File: config.mk
export PLATFORM = sky130hd
export DESIGN_NAME = alu_arbiter
export DESIGN_NICKNAME = d
export VERILOG_FILES = /design/src/rtl/alu_arbiter.sv
export SDC_FILE = /design/constraint.sdc
export NUM_CORES = 1
export LEC_CHECK = 0
export ABC_AREA = 1
export ABC_CLOCK_PERIOD_IN_PS = 3940
export CAP_MARGIN = 20
export CORE_AREA = 3 3 124 126
export CTS_CLUSTER_DIAMETER = 60
export DETAILED_ROUTE_END_ITERATION = 8
export DIE_AREA = 0 0 127 129
export PLACE_DENSITY = 0.81
export SYNTH_ARGS = -nofsm -noshare
export SYNTH_HDL_FRONTEND = slang
export SYNTH_SLANG_ARGS = --single-unit
export TNS_END_PERCENT = 10
File: constraint.sdc
create_clock -name clk -period 3.94 [get_ports clk]
set_input_delay 0.788 -clock clk [delete_from_list [all_inputs] [get_ports clk]]
set_output_delay 0.788 -clock clk [all_outputs]
set_load 0.01 [all_outputs]
File: src/rtl/alu_arbiter.sv
// Shares one RV32IMA ALU between the execute stage (port 0) and the AMO unit (port 1).
// Latency: accept on edge N, ALU evaluates in N+1, response valid from N+2.
// Backpressure: a held response blocks new accepts; a pending request may be accepted in the handshake cycle.

package rv32ima_pkg;
  localparam int BIT_WIDTH = 32;

  typedef enum logic [3:0] {
    ALU_ADD  = 4'd0,
    ALU_SUB  = 4'd1,
    ALU_AND  = 4'd2,
    ALU_OR   = 4'd3,
    ALU_XOR  = 4'd4,
    ALU_SLL  = 4'd5,
    ALU_SRL  = 4'd6,
    ALU_SRA  = 4'd7,
    ALU_SLT  = 4'd8,
    ALU_SLTU = 4'd9
  } ALUOP_t;
endpackage

module alu_arbiter #(
  parameter int BIT_WIDTH = rv32ima_pkg::BIT_WIDTH,
  parameter int MAX_WAIT  = 4
) (
  input  logic                   clk,
  input  logic                   rst,
  // port 0: integer execute stage
  input  logic                   r0_valid,
  output logic                   r0_ready,
  input  rv32ima_pkg::ALUOP_t    r0_op,
  input  logic [BIT_WIDTH-1:0]   r0_in1,
  input  logic [BIT_WIDTH-1:0]   r0_in2,
  output logic                   r0_rsp_valid,
  input  logic                   r0_rsp_ready,
  output logic [BIT_WIDTH-1:0]   r0_out,
  output logic [3:0]             r0_flags,
  // port 1: atomic/AMO unit
  input  logic                   r1_valid,
  output logic                   r1_ready,
  input  rv32ima_pkg::ALUOP_t    r1_op,
  input  logic [BIT_WIDTH-1:0]   r1_in1,
  input  logic [BIT_WIDTH-1:0]   r1_in2,
  output logic                   r1_rsp_valid,
  input  logic                   r1_rsp_ready,
  output logic [BIT_WIDTH-1:0]   r1_out,
  output logic [3:0]             r1_flags,
  // shared ALU
  output rv32ima_pkg::ALUOP_t    alu_op,
  output logic [BIT_WIDTH-1:0]   alu_in1,
  output logic [BIT_WIDTH-1:0]   alu_in2,
  input  logic [BIT_WIDTH-1:0]   alu_out,
  input  logic                   alu_zero,
  input  logic                   alu_neg,
  input  logic                   alu_overflow,
  input  logic                   alu_carry
);

  typedef enum logic [1:0] {IDLE, EXEC, RESP} state_t;

  localparam logic [3:0] MAX_W = 4'(MAX_WAIT);

  state_t               state, state_d;
  logic                 owner;
  rv32ima_pkg::ALUOP_t  op_q;
  logic [BIT_WIDTH-1:0] in1_q, in2_q, out_q;
  logic [3:0]           flags_q;
  logic [3:0]           wait_cnt;

  logic grant_vld, grant;
  logic rsp_hs, window, accept;

  // Operands only move on an accept, so the ALU sees stable inputs through EXEC.
  assign alu_op  = op_q;
  assign alu_in1 = in1_q;
  assign alu_in2 = in2_q;

  assign r0_out   = out_q;
  assign r1_out   = out_q;
  assign r0_flags = flags_q;
  assign r1_flags = flags_q;

  // Fixed priority to port 0 unless port 1 has aged out.
  always_comb begin
    grant_vld = 1'b0;
    grant     = 1'b0;
    if (r1_valid && (wait_cnt == MAX_W)) begin
      grant_vld = 1'b1;
      grant     = 1'b1;
    end else if (r0_valid) begin
      grant_vld = 1'b1;
      grant     = 1'b0;
    end else if (r1_valid) begin
      grant_vld = 1'b1;
      grant     = 1'b1;
    end
  end

  // Accept window opens when idle or when the current response is being consumed.
  assign rsp_hs   = (state == RESP) && (owner ? r1_rsp_ready : r0_rsp_ready);
  assign window   = (state == IDLE) || rsp_hs;
  assign accept   = window && grant_vld;
  assign r0_ready = window && grant_vld && !grant;
  assign r1_ready = window && grant_vld && grant;

  // Next-state and response-valid decode.
  always_comb begin
    state_d      = state;
    r0_rsp_valid = 1'b0;
    r1_rsp_valid = 1'b0;
    case (state)
      IDLE: begin
        if (accept) state_d = EXEC;
      end
      EXEC: begin
        state_d = RESP;
      end
      RESP: begin
        r0_rsp_valid = !owner;
        r1_rsp_valid = owner;
        if (accept)      state_d = EXEC;
        else if (rsp_hs) state_d = IDLE;
      end
      default: state_d = IDLE;
    endcase
  end

  // State register; reset drops any in-flight operation.
  always_ff @(posedge clk) begin
    if (rst) state <= IDLE;
    else     state <= state_d;
  end

  // Latch the winning request and its owner on accept.
  always_ff @(posedge clk) begin
    if (rst) begin
      owner <= 1'b0;
      op_q  <= rv32ima_pkg::ALU_ADD;
      in1_q <= '0;
      in2_q <= '0;
    end else if (accept) begin
      owner <= grant;
      op_q  <= grant ? r1_op  : r0_op;
      in1_q <= grant ? r1_in1 : r0_in1;
      in2_q <= grant ? r1_in2 : r0_in2;
    end
  end

  // Capture the ALU result one cycle after the operands were registered.
  always_ff @(posedge clk) begin
    if (rst) begin
      out_q   <= '0;
      flags_q <= '0;
    end else if (state == EXEC) begin
      out_q   <= alu_out;
      flags_q <= {alu_carry, alu_overflow, alu_neg, alu_zero};
    end
  end

  // Aging counter: cycles port 1 has been valid without acceptance, saturating.
  always_ff @(posedge clk) begin
    if (rst) begin
      wait_cnt <= '0;
    end else if (!r1_valid || (accept && grant)) begin
      wait_cnt <= '0;
    end else if (wait_cnt != MAX_W) begin
      wait_cnt <= wait_cnt + 4'd1;
    end
  end

endmodule

=== Word-level counts from Yosys, hierarchy flattened ===
Cells that the tools add are included.

* Reductions and logical operators: 13
* Equal/unequal tests: 6
* Multiplexer cells: 15
* $add $sub $neg: 1

{| class="wikitable"
|+ Operators by type and width
! operator !! number
|-
| $mux W32 || 2
|-
| $mux W1 || 8
|-
| $mux W2 || 3
|-
| $pmux W2 S3 || 1
|-
| $logic_and A1 B1 Y1 || 5
|-
| $add A4 B1 Y4 const B || 1
|-
| $eq A4 B3 Y1 const B || 1
|-
| $mux W4 || 1
|-
| $ne A4 B3 Y1 const B || 1
|-
| $logic_not A1 Y1 || 3
|-
| $ne A3 B3 Y1 const B || 1
|-
| $eq A2 B1 Y1 const B || 1
|-
| $eq A2 B2 Y1 const B || 1
|-
| $logic_not A2 Y1 || 1
|-
| $logic_or A1 B1 Y1 || 2
|-
| $ne A2 B2 Y1 const B || 1
|-
| $reduce_and A2 Y1 || 1
|-
| $reduce_or A2 Y1 || 1
|}

* Input port bits: 178
* Output and inout bits: 144
* Flip-flop bits (word level): 111
* Word-level logic and storage cells: 43

=== Longest topological paths before layout ===
* Word-level depth: 7
* Gate-level depth with buffers: 10
* Depth with buffers taken out: 8

=== Least setup slack after synthesis ===
No wires, ideal clock.

* Path kind: input port to output port
* Start point: in r1_valid
* End point: out r1_ready
* Arrival time: 1.527 ns
* Path buffers: 2
* Setup slack: 1.625 ns
* Stages: 8
* Required time: 3.152 ns
* Path through: buf_4 inv_2 nand2_2 nand2_2 nor2_4 buf_6 nand2_1 inv_1

* Cells in the longest elaborated chain, start to end: 5
* Elaborated cells on any way between the ends: 8
* Classes of those cells: mux (5); reduce/logical (3)

{| class="wikitable"
|+ RTL lines
! item !! line !! RTL
|-
| start: declaration || 39 || <nowiki>input logic r1_valid,</nowiki>
|-
| $mux W1 || 93 || <nowiki>end else if (r1_valid) begin</nowiki>
|-
| $mux W1 || 90 || <nowiki>end else if (r0_valid) begin</nowiki>
|-
| $mux W1 || 87 || <nowiki>if (r1_valid && (wait_cnt == MAX_W)) begin</nowiki>
|-
| $logic_and A1 B1 Y1 || 104 || <nowiki>assign r1_ready = window && grant_vld && grant;</nowiki>
|-
| $logic_and A1 B1 Y1 * || 104 ||
|-
| end: declaration || 40 || <nowiki>output logic r1_ready,</nowiki>
|}

Mark *: on every way between the ends. The rest lies on a longest branch, timed or not.

=== Worst setup path after layout ===
* Start point: in r0_valid
* End point: out r1_ready

* Cells in the longest elaborated chain, start to end: 4
* Elaborated cells on any way between the ends: 6
* Classes of those cells: mux (4); reduce/logical (2)

{| class="wikitable"
|+ RTL lines
! item !! line !! RTL
|-
| start: declaration || 29 || <nowiki>input logic r0_valid,</nowiki>
|-
| $mux W1 || 90 ||
|-
| $mux W1 || 87 ||
|-
| $logic_and A1 B1 Y1 || 104 ||
|-
| $logic_and A1 B1 Y1 * || 104 ||
|}

Marked as above.

==> results by group <==
Status
  • Outcome: complete, no violations

Timing
  • Period utilization: 79.1%
  • Worst Setup Slack, final: 0.822 ns
  • Post-layout minimum cycle time: 3.12 ns
  • Slew HR: 45.4%
  • Max Freq: 321 MHz
  • Clock Skew: 0.00791 ns
  • Fin. Hold Viols: 0
  • RSZ-0062 raised after global routing: no
  • Setup_tns: 0 ns
  • Setup violations, final: 0
  • Slew @ Worst Pin: 0.817 ns
  • Final slew viol count: 0

Layout
  • Fillers: 1330
  • Nets: 1198
  • Most common cell after layout, fill and taps aside: clkdlybuf4s50_1
  • Most frequent cells in the layout: clkdlybuf4s50_1 (319), nand2_1 (287), nand3_1 (133)
  • Share of cells above drive strength 1: 5.96%
  • Final instance area: 8610 sq um
  • Post-Layout Cell Count: 1207
  • Area grow syn2layout: 59.1%
  • ANT cells: 0

Logic synthesis
  • Syn_area_per_cell: 6.99 sq um
  • Synth Warn #: 0
  • Seq cells post-synth: 111
  • Netlist Area Pre-Place: 5410 sq um
  • Top cell type's share of synthesized area: 41.1%
  • Top cells by area, synth: dfxtp_1 (41%), nand2_1 (20%), nand3_1 (12%)
  • Cell variety after synth: 23
  • Top FF cell, synth: dfxtp_1
  • Yosys top cell by area: dfxtp_1
  • Post-synth EDFFs: 0
  • Async SR Flop Fraction: 0%
  • Sequential area share after synthesis: 41.1%
  • Syn_nets: 954
  • Gate count of the mapped netlist: 774

Floorplan
  • Die Area: 16400 sq um
  • FP Rows: 44
  • Initial core utilization: 37.5%
  • Chip width: 127 um
  • Core Box Area: 14400 sq um
  • # IOs: 322
  • Chip height: 129 um

Power and ir drop
  • PnR Total Power: 2950 uW
  • P per Cell Area: 343 nW/um^2
  • LEAKAGE: 0.00340 uW
  • VDD IR-drop max: 0.000192 V

Critical path
  • Crit Path Max Fanout: 3
  • Crit path DAT: 2.33 ns
  • Critical Path RT: 3.15 ns
  • CP startpoint kind: input pin
  • Setup Crit Path Kind: input pin to primary output
  • Worst reg2reg setup slack: 1.61 ns
  • CP Capture Type: primary output
  • Path depth of the worst reg2reg path: 9

Worst hold path
  • Worst min path class: flip-flop to flip-flop
  • Hold depth: 2

Placed design
  • Final HPWL DP: 13200 um
  • Port bufs: 321
  • Setup slack after placement: 0.838 ns
  • Routability cong.: 0.824
  • Placed insts: 1191
  • Placed Area: 8330 sq um

Detailed routing
  • Via count: 5950
  • Post-DR wirelength/cell: 15.7 um
  • Routed Antenna Nets: 0
  • DRT met1 WL: 7520 um
  • Highest metal used: met4
  • DRC viols: 0
  • Vias per inst: 4.93
  • Routed wl met2: 9290 um
  • DRC marker count from the first detailed-route iteration: 394
  • Routed WL: 19000 um
  • Wire length on met3: 1650 um
  • 1st-pass router iterations: 5

GRT
  • All-layer global routing usage: 21.9%
  • Largest net degree at the start of global routing: 71
  • Grt ovf: 0
  • Vias in the first global route: 5561
  • First-pass GRT wire length: 28800 um
  • Initial antenna violation count: 0

Clock network
  • Clock sinks: 111
  • PostCTS Resize Cnt: 0
  • Root Buffer: clkbuf_16
  • CTS tree: yes
  • Hold buffer count at cts: 0
  • Clk_lat worst skew: 0.35 ns
  • CTS max path bufs: 2
  • Clock Pin Slew Worst Setup and Hold Paths: 0.07 ns
  • H-tree levels: 3
  • CTS buffer count: 9
  • Post-CTS Setup Bufs: 0

Run
  • Max Cap Viol: 0
-- worst max-delay path: stages --
cell             delay [ns]
clkdlybuf4s50_1        0.52
inv_2                  0.06
nand2_2                0.08
nand2_2                0.07
nor2_4                 0.11
nand2_1                0.08
inv_1                  0.08
clkdlybuf4s50_1        0.53
-- flip-flops by register name, indices dropped and copies added, names as in the netlist --
signal and count:
alu_in2 32, r0_flags 4, state 2, alu_in1 32, wait_cnt 4, r0_out 32, alu_op 4, owner 1
-- final cells by class --
type	instances	area (sq um)	share of cell area, %
Multi-Input combinational cell	555	2560	29.7
Inverter	10	37.5	0.436
Sequential cell	111	2220	25.8
Tap cell	184	230	2.67
Clock buffer	10	229	2.66
Timing Repair Buffer	331	3280	38.1
Clock inverter	6	57.6	0.668
-- through the flow --
step	hold WS, ns	utilization, %
CTS	0.466	59.7
global route	0.481	59.7
global placement	0.451	57.7
finish	0.464	59.7
detailed placement	0.455	57.7
floorplan	0.471	-
-- where the power goes --
group | internal [uW] | switching [uW] | total, uW
clock network | 440 | 445 | 885
registers | 1210 | 54.1 | 1260
logic | 436 | 368 | 804
total | 2080 | 867 | 2950
-- layer usage --
| metal | global-route usage, % | vias to the layer above |
|---|---|---|
| li1 | - | 2980 |
| met4 | 8.77 | 0 |
| met1 | 25.7 | 2678 |
| met2 | 37.8 | 258 |
| met5 | 0 | - |
| met3 | 6.10 | 34 |
-- path summary, 6_finish.rpt --
path                            startpoint                       end
hold reg to reg   alu_in1[17]$_SDFFE_PP0P_  alu_in1[17]$_SDFFE_PP0P_
setup reg to reg  wait_cnt[0]$_SDFFE_PP0P_  alu_in1[31]$_SDFFE_PP0P_
hold / removal    alu_in1[17]$_SDFFE_PP0P_  alu_in1[17]$_SDFFE_PP0P_
setup / recovery                  r0_valid                  r1_ready
-- synthesized netlist by cell type (2+ instances only) --
cell type and n:
dfxtp_1 111, inv_2 5, nand2_2 4, clkbuf_1 14
inv_1 5, nand3_1 133, buf_4 40, nand4_1 2
buf_6 4, ha_1 2, nor2_1 6, buf_2 33
nand3_2 7, nand2_1 287, a21oi_1 94, a21oi_2 15
buf_1 6
-- cell families after synthesis --
kind of cell / share of synthesized area (%)
adders and majority gates: 0.462
buffers and inverters: 11.9
AOI/OAI and AO/OA: 11.1
xor gates and xnor gates: 0.324
and+or+nand+nor: 35.2
DFF: 41.1
Note: power is estimated with default switching activity, not from simulation.
